File: config.mk
export PLATFORM = sky130hd
export DESIGN_NAME = hiscore_ram_port
export DESIGN_NICKNAME = d
export VERILOG_FILES = /design/src/rtl/hiscore_pkg.sv /design/src/rtl/hs_wr_fifo.sv /design/src/rtl/hiscore_ram_port.sv
export SDC_FILE = /design/constraint.sdc
export NUM_CORES = 1
export LEC_CHECK = 0
export ABC_AREA = 1
export CORE_ASPECT_RATIO = 0.75
export CORE_MARGIN = 2
export CORE_UTILIZATION = 29
export CTS_BUF_LIST = sky130_fd_sc_hd__clkbuf_4 sky130_fd_sc_hd__clkbuf_8
export CTS_CLUSTER_SIZE = 24
export DETAILED_ROUTE_END_ITERATION = 12
export GPL_ROUTABILITY_DRIVEN = 0
export HOLD_SLACK_MARGIN = 0.05
export PLACE_DENSITY = 0.52
export SYNTH_ARGS = -nofsm -noshare
export SYNTH_HDL_FRONTEND = slang
export SYNTH_SLANG_ARGS = --single-unit
File: constraint.sdc
create_clock -name clk -period 2.9 [get_ports clk]
set_input_delay 0.58 -clock clk [delete_from_list [all_inputs] [get_ports clk]]
set_output_delay 0.58 -clock clk [all_outputs]
set_load 0.1 [all_outputs]
File: src/rtl/hiscore_pkg.sv
// hiscore_pkg
// Shared types for the high-score RAM port.
//   HS_ADDR_W / HS_DATA_W : work-RAM address and data widths.
//   hs_wr_t               : one buffered engine write (address + data).
//   hs_grant_e            : owner of the RAM port in the current cycle.
//   hs_wr_pack()          : builds an hs_wr_t from separate address/data.
package hiscore_pkg;

    localparam int HS_ADDR_W = 12;
    localparam int HS_DATA_W = 8;

    typedef struct packed {
        logic [HS_ADDR_W-1:0] addr;
        logic [HS_DATA_W-1:0] data;
    } hs_wr_t;

    typedef enum logic [1:0] {
        GRANT_CPU = 2'd0,
        GRANT_WR  = 2'd1,
        GRANT_RD  = 2'd2
    } hs_grant_e;

    function automatic hs_wr_t hs_wr_pack(
        input logic [HS_ADDR_W-1:0] addr,
        input logic [HS_DATA_W-1:0] data
    );
        hs_wr_t entry;
        entry.addr = addr;
        entry.data = data;
        return entry;
    endfunction

endpackage

File: src/rtl/hs_wr_fifo.sv
// hs_wr_fifo
// Synchronous write buffer for engine writes, first-word-fall-through head.
// A push while full is accepted only if a pop happens in the same cycle
// (the freed slot is reused); otherwise the push is ignored here and the
// caller flags the drop.
//   clk, reset : clock, asynchronous active-high reset (flushes the buffer)
//   push_i     : write din_i at the tail
//   pop_i      : discard the head (ignored while empty)
//   din_i      : entry to push
//   head_o     : oldest entry, valid whenever empty_o = 0
//   full_o     : DEPTH entries held
//   empty_o    : no entries held
//   count_o    : number of entries held
module hs_wr_fifo
    import hiscore_pkg::*;
#(
    parameter int DEPTH = 4
) (
    input  logic                   clk,
    input  logic                   reset,
    input  logic                   push_i,
    input  logic                   pop_i,
    input  hs_wr_t                 din_i,
    output hs_wr_t                 head_o,
    output logic                   full_o,
    output logic                   empty_o,
    output logic [$clog2(DEPTH):0] count_o
);

    localparam int PTR_W = $clog2(DEPTH);
    localparam logic [PTR_W-1:0] PTR_ONE = PTR_W'(1'b1);
    localparam logic [PTR_W:0]   CNT_ONE = (PTR_W + 1)'(1'b1);
    localparam logic [PTR_W:0]   CNT_MAX = (PTR_W + 1)'(DEPTH);

    hs_wr_t           mem_q [DEPTH];
    logic [PTR_W-1:0] wr_ptr_q, wr_ptr_d;
    logic [PTR_W-1:0] rd_ptr_q, rd_ptr_d;
    logic [PTR_W:0]   cnt_q, cnt_d;
    logic             pop_s;
    logic             push_s;

    // Qualified push/pop and next pointer/count values.
    always_comb begin
        pop_s  = pop_i && (cnt_q != {(PTR_W + 1){1'b0}});
        push_s = push_i && ((cnt_q != CNT_MAX) || pop_s);

        if (push_s) begin
            wr_ptr_d = wr_ptr_q + PTR_ONE;
        end else begin
            wr_ptr_d = wr_ptr_q;
        end

        if (pop_s) begin
            rd_ptr_d = rd_ptr_q + PTR_ONE;
        end else begin
            rd_ptr_d = rd_ptr_q;
        end

        case ({push_s, pop_s})
            2'b10:   cnt_d = cnt_q + CNT_ONE;
            2'b01:   cnt_d = cnt_q - CNT_ONE;
            default: cnt_d = cnt_q;
        endcase
    end

    // Pointer and occupancy registers.
    always_ff @(posedge clk or posedge reset) begin
        if (reset) begin
            wr_ptr_q <= {PTR_W{1'b0}};
            rd_ptr_q <= {PTR_W{1'b0}};
            cnt_q    <= {(PTR_W + 1){1'b0}};
        end else begin
            wr_ptr_q <= wr_ptr_d;
            rd_ptr_q <= rd_ptr_d;
            cnt_q    <= cnt_d;
        end
    end

    // Storage array; contents are meaningless once the pointers are reset.
    always_ff @(posedge clk) begin
        if (push_s) begin
            mem_q[wr_ptr_q] <= din_i;
        end
    end

    assign head_o  = mem_q[rd_ptr_q];
    assign full_o  = (cnt_q == CNT_MAX);
    assign empty_o = (cnt_q == {(PTR_W + 1){1'b0}});
    assign count_o = cnt_q;

endmodule

File: src/rtl/hiscore_ram_port.sv
// hiscore_ram_port
// Shares the Pac-Man work RAM between the CPU and the high-score engine.
// Engine writes are buffered and drained in cycles the CPU leaves free;
// engine reads use the remaining free cycles. If buffered writes wait too
// long (or an upload is running) the CPU is asked to pause.
//   clk, reset          : clock, asynchronous active-high reset
//   hs_address/hs_data  : engine address (reads and writes) / write data
//   hs_write            : one write request per high cycle
//   ioctl_upload        : upload in progress, forces cpu_pause
//   hs_din/hs_din_valid : engine read data and its one-cycle update pulse
//   cpu_cs/we/addr/wdata: CPU RAM access, highest priority
//   cpu_rdata           : RAM read data passed straight to the CPU
//   cpu_pause           : CPU clock-enable hold request
//   ram_addr/din/we     : work-RAM port
//   ram_dout            : work-RAM read data (one-cycle latency)
//   overflow            : sticky, an engine write was dropped
module hiscore_ram_port
    import hiscore_pkg::*;
#(
    parameter int ADDR_W       = 12,
    parameter int DATA_W       = 8,
    parameter int FIFO_DEPTH   = 4,
    parameter int STARVE_LIMIT = 64
) (
    input  logic              clk,
    input  logic              reset,
    input  logic [ADDR_W-1:0] hs_address,
    input  logic [DATA_W-1:0] hs_data,
    input  logic              hs_write,
    input  logic              ioctl_upload,
    output logic [DATA_W-1:0] hs_din,
    output logic              hs_din_valid,
    input  logic              cpu_cs,
    input  logic              cpu_we,
    input  logic [ADDR_W-1:0] cpu_addr,
    input  logic [DATA_W-1:0] cpu_wdata,
    output logic [DATA_W-1:0] cpu_rdata,
    output logic              cpu_pause,
    output logic [ADDR_W-1:0] ram_addr,
    output logic [DATA_W-1:0] ram_din,
    output logic              ram_we,
    input  logic [DATA_W-1:0] ram_dout,
    output logic              overflow
);

    localparam int CNT_W = $clog2(FIFO_DEPTH) + 1;
    localparam int ST_W  = $clog2(STARVE_LIMIT + 1);
    localparam logic [ST_W-1:0]  STARVE_MAX = ST_W'(STARVE_LIMIT);
    localparam logic [ST_W-1:0]  ST_ONE     = ST_W'(1'b1);
    localparam logic [CNT_W-1:0] CNT_ONE    = CNT_W'(1'b1);

    hs_grant_e         grant_s;
    hs_wr_t            push_entry_s;
    hs_wr_t            head_s;
    logic              fifo_full_s;
    logic              fifo_empty_s;
    logic [CNT_W-1:0]  fifo_cnt_s;
    logic [CNT_W-1:0]  fifo_cnt_next_s;
    logic              pop_s;
    logic              push_acc_s;
    logic              drop_s;

    logic [ST_W-1:0]   starve_q, starve_d;
    logic              pause_q, pause_d;
    logic              ovf_q, ovf_d;
    logic              rd_pend_q, rd_pend_d;
    logic [DATA_W-1:0] din_q, din_d;
    logic              din_vld_q, din_vld_d;

    assign push_entry_s = hs_wr_pack(hs_address, hs_data);

    hs_wr_fifo #(
        .DEPTH (FIFO_DEPTH)
    ) u_fifo (
        .clk     (clk),
        .reset   (reset),
        .push_i  (hs_write),
        .pop_i   (pop_s),
        .din_i   (push_entry_s),
        .head_o  (head_s),
        .full_o  (fifo_full_s),
        .empty_o (fifo_empty_s),
        .count_o (fifo_cnt_s)
    );

    // Slot owner for this cycle: CPU, then buffered write, then engine read.
    always_comb begin
        if (cpu_cs) begin
            grant_s = GRANT_CPU;
        end else if (!fifo_empty_s) begin
            grant_s = GRANT_WR;
        end else begin
            grant_s = GRANT_RD;
        end
    end

    // RAM port mux; CPU goes straight through with no added latency.
    always_comb begin
        case (grant_s)
            GRANT_CPU: begin
                ram_addr = cpu_addr;
                ram_din  = cpu_wdata;
                ram_we   = cpu_we;
            end
            GRANT_WR: begin
                ram_addr = head_s.addr;
                ram_din  = head_s.data;
                ram_we   = 1'b1;
            end
            GRANT_RD: begin
                ram_addr = hs_address;
                ram_din  = hs_data;
                ram_we   = 1'b0;
            end
            default: begin
                ram_addr = hs_address;
                ram_din  = hs_data;
                ram_we   = 1'b0;
            end
        endcase
    end

    // Buffer bookkeeping: a full buffer still takes a push if it pops too.
    always_comb begin
        pop_s      = (grant_s == GRANT_WR);
        push_acc_s = hs_write && (!fifo_full_s || pop_s);
        drop_s     = hs_write && fifo_full_s && !pop_s;

        case ({push_acc_s, pop_s})
            2'b10:   fifo_cnt_next_s = fifo_cnt_s + CNT_ONE;
            2'b01:   fifo_cnt_next_s = fifo_cnt_s - CNT_ONE;
            default: fifo_cnt_next_s = fifo_cnt_s;
        endcase
    end

    // Starve counter, pause request and sticky overflow.
    always_comb begin
        if (fifo_empty_s || pop_s) begin
            starve_d = {ST_W{1'b0}};
        end else if (starve_q == STARVE_MAX) begin
            starve_d = starve_q;
        end else begin
            starve_d = starve_q + ST_ONE;
        end

        // Pause is released only once the buffer will be empty after this
        // edge, so the CPU stays held until every queued write has landed.
        if ((starve_d == STARVE_MAX) || ioctl_upload) begin
            pause_d = 1'b1;
        end else if (fifo_cnt_next_s == {CNT_W{1'b0}}) begin
            pause_d = 1'b0;
        end else begin
            pause_d = pause_q;
        end

        ovf_d = ovf_q | drop_s;
    end

    // Engine read pipeline: grant cycle, RAM latency cycle, then capture.
    always_comb begin
        rd_pend_d = (grant_s == GRANT_RD);
        if (rd_pend_q) begin
            din_d     = ram_dout;
            din_vld_d = 1'b1;
        end else begin
            din_d     = din_q;
            din_vld_d = 1'b0;
        end
    end

    // State registers.
    always_ff @(posedge clk or posedge reset) begin
        if (reset) begin
            starve_q  <= {ST_W{1'b0}};
            pause_q   <= 1'b0;
            ovf_q     <= 1'b0;
            rd_pend_q <= 1'b0;
            din_q     <= {DATA_W{1'b0}};
            din_vld_q <= 1'b0;
        end else begin
            starve_q  <= starve_d;
            pause_q   <= pause_d;
            ovf_q     <= ovf_d;
            rd_pend_q <= rd_pend_d;
            din_q     <= din_d;
            din_vld_q <= din_vld_d;
        end
    end

    assign hs_din       = din_q;
    assign hs_din_valid = din_vld_q;
    assign cpu_pause    = pause_q;
    assign overflow     = ovf_q;
    assign cpu_rdata    = ram_dout;

endmodule

; Word-level counts from Yosys, hierarchy flattened
; Memory sizes are Yosys's and may differ from the RTL's.
; Index checks and enable logic that the tools add are counted.
[word_totals]
register_bits = 26
inputBits = 54
mem_count = 1
mem_bits_rw = 80
output_inout_bits = 40
[classes]
mux = 14
n_reduce_logical = 17
n_eq_ne = 10
n_bitwise = 1
add_sub_neg = 5
[memory_table]
columns = memory, depth, word_bits, read_ports, rd_clocked_by_memory_dff, write_ports, line_no
row1 = u_fifo.mem_q, 4, 20, 1, 0, 1, hs_wr_fifo.sv:35  ; hs_wr_t mem_q [DEPTH];
[ops]
columns = cell, count
row1 = one-hot mux 12 bit (2 select lines), 1
row2 = one-hot mux 8 bit (2 select lines), 1
row3 = equality test 7 bit (second input constant), 2
row4 = two-way mux 7 bit, 2
row5 = one-hot mux 3 bit (2 select lines), 2
row6 = adder 7 x 1 -> 7 bit (second input constant), 1
row7 = equality test 2 x 1 -> 1 bit (second input constant), 3
row8 = equality test 2 bit (second input constant), 3
row9 = zero test 3 bit, 2
row10 = logical AND 1 bit, 5
row11 = two-way mux 1 bit, 5
row12 = adder 2 x 1 -> 2 bit (second input constant), 2
row13 = logical OR 1 bit, 4
row14 = two-way mux 2 bit, 2
row15 = nonzero test 2 bit, 2
row16 = adder 3 x 1 -> 3 bit (second input constant), 1
row17 = equality test 3 bit (second input constant), 1
row18 = inequality test 3 bit (second input constant), 1
row19 = nonzero test 3 bit, 1
row20 = subtractor 3 x 1 -> 3 bit (second input constant), 1
row21 = zero test 1 bit, 2
row22 = zero test 2 bit, 1
row23 = one-hot mux 1 bit (2 select lines), 1
row24 = bitwise OR 1 bit, 1

; Depth between registers and ports, before layout
; Gate-level depths: netlist of run 1.
[logic_depth]
ltp_word = 11
mapped_depth = 12

; By module
; Synthesis of run 1 repeated with hierarchy kept, for this count alone.
[unflattened]
cells_unflattened = 467
hier_area_um2 = 4946.0
[modules_own_cells]
columns = module, area_per_inst_um2, instances, cells_per_inst
row1 = hs_wr_fifo, 3550.9, 1, 278
row2 = hiscore_ram_port, 1395.1, 1, 189

; Worst setup path before layout of run 1
; Ideal clock, no wire load.
[synth_path]
kind = register to output
start = reg u_fifo.cnt_q[0], in the netlist u_fifo.count_o[0]
end = out ram_addr[0]
path_buffers = 1
arrival_ps = 1991
required_ps = 2320
slack_ps = 329
stages_incl_launch_ff = 8
cell_sequence = dfrtp_1 > inv_1 > ha_1 > nand2_4 > nor2_4 > buf_2 > nand2_1 > nand3_1
[synth_between]
elab_chain_cells = 5
elab_cells_between_ends = 6
[synth_lines]
columns = item, line_no
row1 = start: declaration, hs_wr_fifo.sv:38  ; logic [PTR_W:0] cnt_q, cnt_d;
row2 = start signal: assignment, hs_wr_fifo.sv:71  ; cnt_q <= {(PTR_W + 1){1'b0}};
row3 = start signal: assignment, hs_wr_fifo.sv:75  ; cnt_q <= cnt_d;
row4 = zero test 3 bit (*), hs_wr_fifo.sv:88  ; assign empty_o = (cnt_q == {(PTR_W + 1){1'b0}});
row5 = two-way mux 2 bit (*), hiscore_ram_port.sv:90  ; end else if (!fifo_empty_s) begin
row6 = two-way mux 2 bit (*), hiscore_ram_port.sv:88  ; if (cpu_cs) begin
row7 = equality test 2 x 1 -> 1 bit / zero test 2 bit (equally long branches), hiscore_ram_port.sv:99  ; case (grant_s)
row8 = one-hot mux 12 bit (2 select lines) (*), hiscore_ram_port.sv:99
row9 = end: declaration, hiscore_ram_port.sv:39  ; output logic [ADDR_W-1:0] ram_addr,
; Mark *: on every way between the ends. The rest lies on a longest branch, timed or not.

; Worst setup path after layout of run 1
[layout_path]
start = reg u_fifo.cnt_q[0], in the netlist u_fifo.count_o[0]
end = out ram_din[4]
[layout_between]
elab_chain_cells = 5
elab_cells_between_ends = 6
[layout_lines]
columns = item, line_no
row1 = zero test 3 bit (*), hs_wr_fifo.sv:88
row2 = two-way mux 2 bit (*), hiscore_ram_port.sv:90
row3 = two-way mux 2 bit (*), hiscore_ram_port.sv:88
row4 = equality test 2 x 1 -> 1 bit / zero test 2 bit (equally long branches), hiscore_ram_port.sv:99
row5 = one-hot mux 8 bit (2 select lines) (*), hiscore_ram_port.sv:99
row6 = end: declaration, hiscore_ram_port.sv:40  ; output logic [DATA_W-1:0] ram_din,
; Marks and branches as above.

==> results of run 1 <==
-- cell families after synthesis --
group | Yosys count
adder cells (fa/ha/maj) | 10
XOR/XNOR | 9
multiplexers | 8
buffers and inverters | 73
AND/OR/NAND/NOR | 188
AO/OA/AOI/OAI | 61
flip-flops | 106
-- placed cells by master (no fill, tap or decap), types with 10 or more instances in the layout --
master,instances
dfrtp_1,26
edfxtp_1,80
nand3_1,47
nor2_1,39
nand2_1,89
inv_1,41
ha_1,10
buf_12,22
clkdlybuf4s50_1,53
buf_4,37
a21oi_1,10
o21ai_0,35
-- metrics by stage --
step | power, µW | util [%] | hold WS, ns
2_1_floorplan | 4820 | - | 0.352
5_1_grt | 7350 | 39.7 | 0.524
3_5_place_dp | 6090 | 38.3 | 0.473
3_3_place_gp | 6060 | 38.3 | 0.467
4_1_cts | 7020 | 39.6 | 0.501
6_report | 6950 | 39.7 | 0.495
-- metal layers --
layer	track usage, %	vias to the layer above	part of all wire (%)
li1	-	1730	-
met1	19.2	1629	50
met2	20.3	78	45
met3	3.33	2	4.6
met4	2.78	0	0.21
met5	0	-	0
-- flip-flops by register name (all words and copies together), names as in the netlist --
register / count
hs_din_valid: 1
u_fifo.mem_q: 80
starve_q: 7
overflow: 1
hs_din: 8
rd_pend_q: 1
u_fifo.count_o: 3
cpu_pause: 1
u_fifo.rd_ptr_q: 2
u_fifo.wr_ptr_q: 2
-- path summary, 6_finish.rpt --
path / startpoint / to / cells after the start
worst max-delay path: u_fifo.count_o[0] / ram_din[4] / 9
worst min-delay path: overflow / overflow / 1
worst max register to register: u_fifo.count_o[0] / u_fifo.count_o[2] / 7
worst min register to register: overflow / overflow / 1
max in group asynchronous: reset / starve_q[1] / 3
min in group asynchronous: reset / hs_din[6] / 3
-- power by group through the flow --
| stage | sequential [µW] | clock [µW] | combinational (µW) |
|---|---|---|---|
| final | 2150 | 919 | 3880 |
| after global routing | 2180 | 1010 | 4150 |
| after CTS | 2150 | 955 | 3920 |
| after detailed placement | 2180 | 0 | 3910 |
| after global placement | 2170 | 0 | 3890 |
| after floorplan | 2660 | 0 | 2150 |
-- worst register-to-register path, delay by kind of cell (launching register included) --
family	cells	cell delay (ns)
flip-flops	1	0.43
adder cells (fa/ha/maj)	2	0.61
AO/OA/AOI/OAI	1	0.06
buffers and inverters	1	0.12
AND/OR/NAND/NOR	3	0.59
-- repair_timing --
item                                    4_1_cts  5_1_grt
setup buffers                                 0        1
gates resized for setup                       0        3
endpoints found under the setup margin        0       18
-- area by class of cell --
cell class,instances,area (µm²)
clock inverter,7,78.8
fill,1568,9730
multi-input combinational,276,1440
sequential,106,3050
clock buffer,9,124
inverter,47,183
timing repair buffer,112,1250
tap,210,263
==> flow_summary_export.csv, run 1 <==
group,metric,value,unit
outcome,status,"completed",
timing,worst_pin_slew,0.611,ns
yosys,ys_top_cells_by_count,"nand2_1 (89), edfxtp_1 (80), nand3_1 (47), nor2_1 (43), inv_1 (42)",
critical_path,crit_family,"buffers and inverters",
cells_and_area,antennaDiodeCount,0,
floorplan,core_area,16100,µm²
cts,cts_tree,"done",
timing,slew_viol_final,0,
cts,clockBufferDepth,2,
yosys,synthAdderAreaFrac,2.60,%
critical_path,regToRegSetupSlack,0.98,ns
drt,first_pass_iters,4,
drt,wl_per_cell,14.7,µm
floorplan,die_h,116,µm
drt,route.detailed.drc,0,
drt,antenna_left,0,
timing,fin_crit,2.72,ns
power,vdd_ir_drop_max,0.607,mV
drt,vias_per_cell,4.48,
yosys,syn_avg_cell_area,10.6,µm²
yosys,synth_nets,519,
cts,cts_buffers,9,
floorplan,dieArea,17600,µm²
cells_and_area,syn_to_final_growth,32.8,%
power,pwr-share-clk,13.2,%
place,dp_hpwl,7790,µm
critical_path,cp_num_buf_inv,4,
critical_path,required,2.32,ns
timing,worst_slack,0.181,ns
cells_and_area,final_cell_area,6390,µm²
cts,clkTransAtPathRegs,0.10,ns
timing,max_freq,0.368,GHz
grt,grt_max_degree,51,
grt,overflow,0,
power,swShare,48.3,%
yosys,synth-xor-area-share,1.64,%
power,cellLeakagePower,0.00259,µW
critical_path,critical_path.max_fanout,13,
yosys,yosysMostFrequentCell,"nand2_1",
critical_path,slowest_delay,0.42,ns
drt,vias,3439,
grt,grt_pass1_vias,3410,
cells_and_area,nets,616,
cells_and_area,drive_gt1_share,17.6,%
yosys,yosysUniqueCellTypes,30,
yosys,yosys_register_bits,106,
flow_run,cap_violations,0,
grt,grtUsageTotal,13.3,%
power,p_comb_share,55.9,%
floorplan,initial_core_util,29.9,%
yosys,postSynth.asyncResetShare,24.5,%
yosys,synth_top_family_by_area,"simple AND/OR/NAND/NOR gates",
floorplan,pin_count,94,
cts,cts_max_level,3,
power,powerDensity,1090,nW/µm²
cells_and_area,finalNonFillerCells,767,
place,post-place-cells,750,
yosys,ys.flop_type,"edfxtp_1",
yosys,synth_top_area_share,49.9,%
yosys,synth_edf_count,80,
timing,rsz0062_at_grt,"no",
place,io_buffers,93,
cts,cts_hold_buffers,0,
power,intPower,3590,µW
timing,finalHoldViolations,0,
power,power.switching,3360,µW
critical_path,path_class,"reg2out",
timing,post-route-period-util,93.7,%
floorplan,die_x,153,µm
critical_path,start_kind,"register",
yosys,synth_compound_area_share,7.07,%
yosys,synth_area_leaders,"edfxtp_1 (50%), dfrtp_1 (14%), nand2_1 (6.9%)",
drt,totalWireLength,11300,µm
timing,tns,0,ns
place,post_dp_cell_area,6170,µm²
yosys,synthesis.area,4810,µm²
cts,worstSkewPairLatency,0.36,ns
place,place_ws,0.184,ns
floorplan,rows,40,
yosys,muxShareOfSynthArea,1.87,%
timing,slew_headroom,59.2,%
critical_path,cp-end-kind,"output pin",
yosys,synthCells,455,
drt,drt-initial-drc-count,283,
grt,grt_pass1_wl,18200,µm
yosys,yosysSeqAreaShare,63.5,%
yosys,yosysWarnings,0,
critical_path,critPathArrivalTime,2.14,ns
power,sequentialPowerShare,30.9,%
cts,cts_sinks,106,
timing,setup_viol,0,
hold_path,min_path_type,"reg2reg",
cts,clockRootBuffer,"clkbuf_8",
timing,clock_skew,0.00891,ns
grt,grt_antenna_before_repair,0,
yosys,yosysTopAreaCell,"edfxtp_1",
critical_path,slowest_stage,"dfrtp_1",
critical_path,timing.critical_path.cells,"inv_1, ha_1, nand2_4, nand2_2, inv_4, buf_4, nand2_1, nand3_1, buf_12",
yosys,synthSimpleGateAreaFrac,16.5,%
No activity file was read; power rests on OpenSTA's default activity.
==> inputs of run 2 (changes only) <==
--- a/config.mk
+++ b/config.mk
@@ -13,7 +13,7 @@
 export CTS_CLUSTER_SIZE = 24
 export DETAILED_ROUTE_END_ITERATION = 12
 export GPL_ROUTABILITY_DRIVEN = 0
-export HOLD_SLACK_MARGIN = 0.05
+export HOLD_SLACK_MARGIN = 0.02
 export PLACE_DENSITY = 0.52
 export SYNTH_ARGS = -nofsm -noshare
 export SYNTH_HDL_FRONTEND = slang
==> results of run 2 <==
Final layout, timing and power as in run 1 (identical DEF).
